===== src/rtl/trail_pkg.sv =====
// Shared definitions for the trail map writer/reader pair: grid geometry,
// trail cell codes and the collision reader's state encoding.
package trail_pkg;

    localparam int GRID_W = 112;
    localparam int GRID_H = 112;

    localparam logic [2:0] PLAYING = 3'b010;

    typedef enum logic [2:0] {
        EMPTY   = 3'd0,
        B_HORIZ = 3'd1,
        B_VERT  = 3'd2,
        R_HORIZ = 3'd3,
        R_VERT  = 3'd4,
        CORNER  = 3'd5
    } trail_code_t;

    typedef enum logic [2:0] {
        IDLE,
        REQ_B,
        WAIT_B,
        REQ_R,
        WAIT_R,
        RESOLVE
    } reader_state_t;

    function automatic logic in_bounds(input logic [7:0] x, input logic [7:0] y);
        return (x < 8'(GRID_W)) && (y < 8'(GRID_H));
    endfunction

endpackage


===== src/rtl/frame_edge_sync.sv =====
// Brings the asynchronous frame strobe into the system clock domain and
// emits a one-cycle pulse on each rising edge.
module frame_edge_sync (
    input  logic clk,
    input  logic reset,
    input  logic async_in,
    output logic rise
);

    logic meta;
    logic sync;
    logic prev;

    always_ff @(posedge clk) begin
        if (reset) begin
            meta <= 1'b0;
            sync <= 1'b0;
            prev <= 1'b0;
        end else begin
            meta <= async_in;
            sync <= meta;
            prev <= sync;
        end
    end

    assign rise = sync & ~prev;

endmodule


===== src/rtl/trail_collision_reader.sv =====
// Once per frame, reads the trail map at each bike's new cell and raises
// sticky collision flags for trail hits, wall hits and head-on crashes.
module trail_collision_reader
    import trail_pkg::*;
#(
    parameter int ADDR_W = 14,
    parameter int RD_LAT = 1
) (
    input  logic              Clk,
    input  logic              Reset,
    input  logic              frame_clk,
    input  logic [2:0]        Game_State,
    input  logic [7:0]        Blue_X,
    input  logic [7:0]        Blue_Y,
    input  logic [7:0]        Red_X,
    input  logic [7:0]        Red_Y,
    output logic              rd_en,
    output logic [ADDR_W-1:0] rd_addr,
    input  logic [2:0]        rd_data,
    output logic              collision_blue,
    output logic              collision_red,
    output logic              check_done
);

    localparam logic [1:0] LAST_WAIT = 2'(RD_LAT - 1);

    reader_state_t state;
    logic [1:0]    wait_cnt;
    logic          frame_edge;

    logic [7:0] bx, by, rx, ry;
    logic [7:0] last_bx, last_by, last_rx, last_ry;
    logic       wall_b, wall_r, headon;
    logic       read_b, read_r;
    logic       hit_b;

    logic              blue_go;
    logic              red_go;
    logic              hit_r;
    logic              data_occupied;
    logic [ADDR_W-1:0] blue_cell;
    logic [ADDR_W-1:0] red_cell;

    frame_edge_sync u_frame_edge_sync (
        .clk      (Clk),
        .reset    (Reset),
        .async_in (frame_clk),
        .rise     (frame_edge)
    );

    // Blue is judged from the live inputs because its read is issued in the
    // same cycle the coordinates are captured; red uses the captured copy.
    assign blue_go = in_bounds(Blue_X, Blue_Y) && ((Blue_X != last_bx) || (Blue_Y != last_by));
    assign red_go  = in_bounds(rx, ry) && ((rx != last_rx) || (ry != last_ry));

    assign blue_cell = ADDR_W'(Blue_Y) * ADDR_W'(GRID_W) + ADDR_W'(Blue_X);
    assign red_cell  = ADDR_W'(ry) * ADDR_W'(GRID_W) + ADDR_W'(rx);

    assign data_occupied = (trail_code_t'(rd_data) != EMPTY);
    assign hit_r         = data_occupied && read_r;

    always_ff @(posedge Clk) begin
        if (Reset || (Game_State != PLAYING)) begin
            state          <= IDLE;
            wait_cnt       <= 2'd0;
            rd_en          <= 1'b0;
            rd_addr        <= '0;
            collision_blue <= 1'b0;
            collision_red  <= 1'b0;
            check_done     <= 1'b0;
            bx             <= 8'h00;
            by             <= 8'h00;
            rx             <= 8'h00;
            ry             <= 8'h00;
            last_bx        <= 8'hFF;
            last_by        <= 8'hFF;
            last_rx        <= 8'hFF;
            last_ry        <= 8'hFF;
            wall_b         <= 1'b0;
            wall_r         <= 1'b0;
            headon         <= 1'b0;
            read_b         <= 1'b0;
            read_r         <= 1'b0;
            hit_b          <= 1'b0;
        end else begin
            case (state)
                IDLE: begin
                    check_done <= 1'b0;
                    if (frame_edge) begin
                        bx     <= Blue_X;
                        by     <= Blue_Y;
                        rx     <= Red_X;
                        ry     <= Red_Y;
                        wall_b <= !in_bounds(Blue_X, Blue_Y);
                        wall_r <= !in_bounds(Red_X, Red_Y);
                        headon <= (Blue_X == Red_X) && (Blue_Y == Red_Y);
                        read_b <= blue_go;
                        if (blue_go) begin
                            rd_en   <= 1'b1;
                            rd_addr <= blue_cell;
                        end
                        state <= REQ_B;
                    end
                end
                REQ_B: begin
                    rd_en    <= 1'b0;
                    wait_cnt <= 2'd0;
                    state    <= WAIT_B;
                end
                WAIT_B: begin
                    if (wait_cnt == LAST_WAIT) begin
                        hit_b  <= data_occupied && read_b;
                        read_r <= red_go;
                        if (red_go) begin
                            rd_en   <= 1'b1;
                            rd_addr <= red_cell;
                        end
                        state <= REQ_R;
                    end else begin
                        wait_cnt <= wait_cnt + 2'd1;
                    end
                end
                REQ_R: begin
                    rd_en    <= 1'b0;
                    wait_cnt <= 2'd0;
                    state    <= WAIT_R;
                end
                WAIT_R: begin
                    // Flags and the done pulse are registered here so they are
                    // visible together during the RESOLVE cycle.
                    if (wait_cnt == LAST_WAIT) begin
                        collision_blue <= collision_blue | hit_b | wall_b | headon;
                        collision_red  <= collision_red | hit_r | wall_r | headon;
                        check_done     <= 1'b1;
                        state          <= RESOLVE;
                    end else begin
                        wait_cnt <= wait_cnt + 2'd1;
                    end
                end
                RESOLVE: begin
                    check_done <= 1'b0;
                    last_bx    <= bx;
                    last_by    <= by;
                    last_rx    <= rx;
                    last_ry    <= ry;
                    state      <= IDLE;
                end
                default: begin
                    state <= IDLE;
                end
            endcase
        end
    end

endmodule


===== config.mk =====
export PLATFORM = sky130hd
export DESIGN_NAME = trail_collision_reader
export DESIGN_NICKNAME = d
export VERILOG_FILES = /design/src/rtl/trail_pkg.sv /design/src/rtl/frame_edge_sync.sv /design/src/rtl/trail_collision_reader.sv
export SDC_FILE = /design/constraint.sdc
export NUM_CORES = 1
export LEC_CHECK = 0
export CORE_ASPECT_RATIO = 0.8
export CORE_MARGIN = 4
export CORE_UTILIZATION = 30
export DETAILED_ROUTE_END_ITERATION = 10
export SYNTH_ARGS = -nofsm -noshare
export SYNTH_HDL_FRONTEND = slang
export SYNTH_SLANG_ARGS = --single-unit

===== constraint.sdc =====
create_clock -name Clk -period 4.1 [get_ports Clk]
set_input_delay 0.82 -clock Clk [delete_from_list [all_inputs] [get_ports Clk]]
set_output_delay 0.82 -clock Clk [all_outputs]
set_load 0.02 [all_outputs]

After elaboration in Yosys (flattened, before gate mapping)
Cells that the tools add are included.
Word-level totals
  register bits: 96
  word-level logic and storage cells: 110
  output and inout port bits: 18
  bits of input ports: 41
Operators by class
  add/sub/neg operators: 3
  multiply operators: 2
  reduce and logical (&&, ||, !) cells: 31
  muxes and demuxes: 18
  bitwise gates (word level): 8
  magnitude comparators: 6
  eq/ne operators: 18
Operators with widths (number)
  $mux 14: 4
  $lt 8x7->1 const B: 6
  $ne 8x8->1: 4
  $add 14x8->14: 2
  $pmux 14 s2: 1
  $mul 8x3->10 const B: 2
  $eq 8x8->1: 2
  $pmux 3 s5: 1
  $ne 2x2->1 const B: 6
  $reduce_and 2->1: 5
  $reduce_and 5->1: 2
  $mux 3: 3
  $logic_and 1x1->1: 8
  $eq 3x2->1 const B: 2
  $eq 3x3->1 const B: 2
  $or 1x1->1: 6
  $reduce_bool 2->1: 3
  $reduce_bool 3->1: 2
  $reduce_or 2->1: 3
  $mux 1: 5
  $pmux 2 s2: 1
  $eq 3x1->1 const B: 1
  $logic_not 3->1: 1
  $logic_or 1x1->1: 3
  10 further kinds: 11

Longest topological paths before layout
  depth in word-level cells: 6
  depth in mapped cells: 11
  mapped depth without buffers: 11

Modules after synthesis
Synthesis repeated with hierarchy kept, for this count alone.
Second synthesis, totals
  cell total of the unflattened synthesis: 680
  area total of the unflattened synthesis: 5657.9 um2
By module, submodules not included
  trail_collision_reader: cells each 673, times used 1, seq. area each 1861.8 um2, area an instance 5570.3 um2
  frame_edge_sync: cells each 7, times used 1, seq. area each 60.1 um2, area an instance 87.6 um2

Worst setup path before layout
Ideal clock, no wire load.
  kind: input to register
  start point: input Blue_Y[0]
  end point: register rd_addr[11]
  stages: 11
  path slack: 0.592 ns
  data arrival time: 3.437 ns
  data required time: 4.029 ns
  path buffers: 0
  library setup time: 0.071 ns
  path through: fa_1 > ha_1 > fa_1 > ha_1 > a21oi_1 > a21o_1 > nor4b_2 > xor2_1 > nor2_1 > a211o_1 > a21oi_1
On the way
  word-level cells in the longest chain between the ends: 5
  elaborated cells between the ends (all ways): 12
  classes of those cells: add/sub: 1; mul: 1; order compare: 1; eq/ne: 2; mux: 3; reduce/logical: 4
Ends and longest elaborated chain
  start: declaration: line trail_collision_reader.sv:14  | input logic [7:0] Blue_Y,
  $mul 8x3->10, or another cell as far along: line trail_collision_reader.sv:56  | assign blue_cell = ADDR_W'(Blue_Y) * ADDR_W'(GRID_W) + ADDR_W'(Blue_X);
  $add 14x8->14, or another cell as far along: line trail_collision_reader.sv:56
  $mux 14 / $logic_and 1x1->1 (equally long branches): line trail_collision_reader.sv:98, trail_collision_reader.sv:53
  $mux 14 / $ne 2x2->1 (equally long branches)
  $pmux 14 s2 / $reduce_and 5->1 (equally long branches)
  end signal: assignment: line trail_collision_reader.sv:100  | rd_addr <= blue_cell;
  end signal: assignment: line trail_collision_reader.sv:116  | rd_addr <= red_cell;
  end: declaration: line trail_collision_reader.sv:18  | output logic [ADDR_W-1:0] rd_addr,
Several ways; a longest one is shown, not always the timed one. The select of a mux whose other input is x is not followed.
A chain may end at the register's enable or synchronous reset.

Worst setup path in the final report
  start point: input Blue_Y[2]
  end point: register rd_addr[11]
The elaborated chain is that of the path after synthesis.

==> impl_metrics.yaml <==
synthesis:
  syn_area_per_cell_um2: 8.39
  synth_fp_nets: 768
  synth_warnings: 0
  synthCells: 678
  syn-cell-area_mm2: 0.00569
  ys_ff_latch: 96
  synth.yosys.seq_area_share: 0.338
  async_flop_share: 0
  ys_types: 60
  synth_edf_count: 0
  synth_ff_type: "dfxtp_1"
setup_path:
  worstPathArrival_ns: 4.07
  cpPeakStageDelay_ns: 0.50
  critPathSlowestCell: "fa_1"
  worstSetupEndpointType: "register"
  path_max_fanout: 3
  start_kind: "primary input"
  critPathTopFamily: "adder cells"
  path_cells: "clkdlybuf4s50_1 > buf_4 > fa_1 > fa_1 > ha_1 > a21oi_1 > a21o_1 > nor4b_2 > xor2_1 > nor2_1 > a211o_1 > a21oi_1"
  critPathKind: "in2reg"
  cp.required_ns: 4.38
  critPathBufInv: 2
sta:
  rsz0062_at_grt: "no"
  worst_pin_slew_ns: 1.15
  slew_headroom: 0.233
  fin_crit_ns: 3.79
  setup_ws_ns: 0.309
  drv_slew: 0
  setup_viol_count_final: 0
  max_freq_mhz: 264
  final.setup_skew_ns: 0.0119
  period_share: 0.925
  hold_viol_final: 0
floorplanning:
  dieHeight_um: 131
  start_util: 0.309
  die_x_um: 162
  die-area_mm2: 0.0212
  rows: 44
  io_pins: 59
  core_mm2: 0.0184
clock_tree:
  htree_levels: 3
  ctsHoldBuffers: 0
  cts_tree: "done"
  cts_sinks: 96
  numCtsBuffers: 9
  clk_latency_ns: 0.36
  cts_max_path_buffers: 2
  cts_setup_buffers: 0
  cts.clk_slew.worst_paths_ns: 0.07
  cts_root_buf: "clkbuf_16"
  postCtsResizedCells: 0
place:
  routabilityCongestion: 0.798
  dp_cells: 985
  placed_area_mm2: 0.00668
  pre_cts_slack_ns: -0.0901
  io_buffers: 58
  dp_hpwl_um: 11300
pwr:
  p_leak_uw: 0.00272
  power_density_mw_per_mm2: 311
  finalPower_uw: 2160
  ir_worst_vdd_mv: 0.222
final_layout:
  regArea_mm2: 0.00192
  utilization: 0.379
  multi_input_area_mm2: 0.00359
  nets: 833
  num_antenna_cells: 0
  drive_above_1_share: 0.0869
  fill_cells: 1950
  stdcell_area_mm2: 0.00696
  fin_cells: 1001
  syn2layout_area_growth_pct: 22.4
status:
  outcome: "completed"
routing:
  wl_per_cell_um: 15.0
  drt_iter0_markers: 311
  drt-total-wl_um: 15000
  drc: 0
  num_vias: 4804
  antenna_left: 0
  drtPass1Iterations: 4
  viasPerCell: 4.80
global_route:
  grtUsageTotal: 0.141
  grtUsageMet2: 0.209
  use_met1: 0.212
  grt_pass1_wl_um: 24100
  met3_usage: 0.0297
  first_global_vias: 4404
  grt_max_degree: 50
  antenna_found_initial: 0
  overflow: 0
  busiest_layer: "met1"
worst_hold_path:
  hold_path_class: "reg2reg"
flow_run:
  cap_violations: 0
[synthesized netlist by cell type (7+ instances only)]
cell	number	area, um2
o21ai_0	7	35.0
a21oi_1	66	330
nand4_1	12	75.1
xor2_1	16	140
fa_1	18	360
dfxtp_1	96	1920
a21o_1	8	60.1
nor2b_1	7	43.8
ha_1	31	388
nor3_1	7	35.0
xnor2_1	54	473
nand2_1	146	548
nand3_1	35	175
nor2_1	37	139
clkbuf_1	25	93.8
inv_1	13	48.8
mux2i_1	7	70.1
a211o_1	10	87.6
[registers in the layout, indices dropped and copies added (netlist names), 8 cells and up]
signal,flops
last_bx,8
rd_addr,14
rx,8
ry,8
last_by,8
by,8
bx,8
last_rx,8
last_ry,8
[kinds of logic (layout without fill, tap and decap cells)]
kind of cell / after synthesis / count (layout) / share of synthesized area
mux: 11 / 11 / 0.0202
xor+xnor: 71 / 71 / 0.112
flops: 96 / 96 / 0.338
buf+inv: 47 / 117 / 0.0332
compound gates: 125 / 125 / 0.139
fa+ha+maj: 49 / 49 / 0.132
simple gates: 279 / 279 / 0.226
[power by group]
group	internal, uW	total, uW	switching, uW
combinational	208	423	215
sequential	934	937	2.17
clock	418	805	387
total	1560	2160	605
[area by class of cell]
| type | count | share of cell area |
|---|---|---|
| multi-input combinational | 535 | 0.516 |
| sequential | 96 | 0.276 |
| timing repair buffer | 87 | 0.115 |
| tap | 253 | 0.0455 |
| clock buffer | 9 | 0.0323 |
| clock inverter | 7 | 0.00791 |
| inverter | 14 | 0.00755 |
[final timing paths]
kind                                              from                     end  slack [ns]  cells after the start
worst min register to register  u_frame_edge_sync.meta  u_frame_edge_sync.sync        0.45                      1
worst max-delay path                         Blue_Y[2]             rd_addr[11]        0.31                     12
worst min-delay path            u_frame_edge_sync.meta  u_frame_edge_sync.sync        0.45                      1
worst max register to register                   ry[1]             rd_addr[13]        0.60                     11
[cells in the final DEF (no fill, tap or decap), types with 3 or more instances in the layout]
cell type,instances
dfxtp_1,96
buf_4,29
xor2_1,16
a31oi_1,3
nor2b_1,7
nor4_1,5
o211ai_1,4
nand2_1,146
nor3_1,6
nand3_1,35
nand4_1,12
clkbuf_16,9
a21oi_1,66
fa_1,18
or3_1,4
clkdlybuf4s50_1,58
inv_1,13
o21ai_0,7
nor2_1,37
nor3b_1,6
mux2i_1,7
o21a_1,3
nand2b_1,3
a21o_1,8
ha_1,31
mux2_2,4
o21ai_1,3
a211o_1,10
a211oi_1,3
o21bai_1,3
xnor2_1,54
[routing by layer]
metal  part of all wire  vias to the layer above  routed length [um]
met3              0.051                       12                 769
met1               0.49                     2257                7320
met5                  0                        -                   0
met4             0.0091                        0                 136
met2               0.45                       86                6790
li1                   -                     2449                   -
[stage by stage]
stage | TNS (ns) | hold WS (ns)
floorplan | 0 | 0.414
detailed placement | -0.106 | 0.438
CTS | 0 | 0.454
global placement | 0 | 0.424
global route | 0 | 0.466
finish | 0 | 0.448
(Power assumes the default switching activity.)
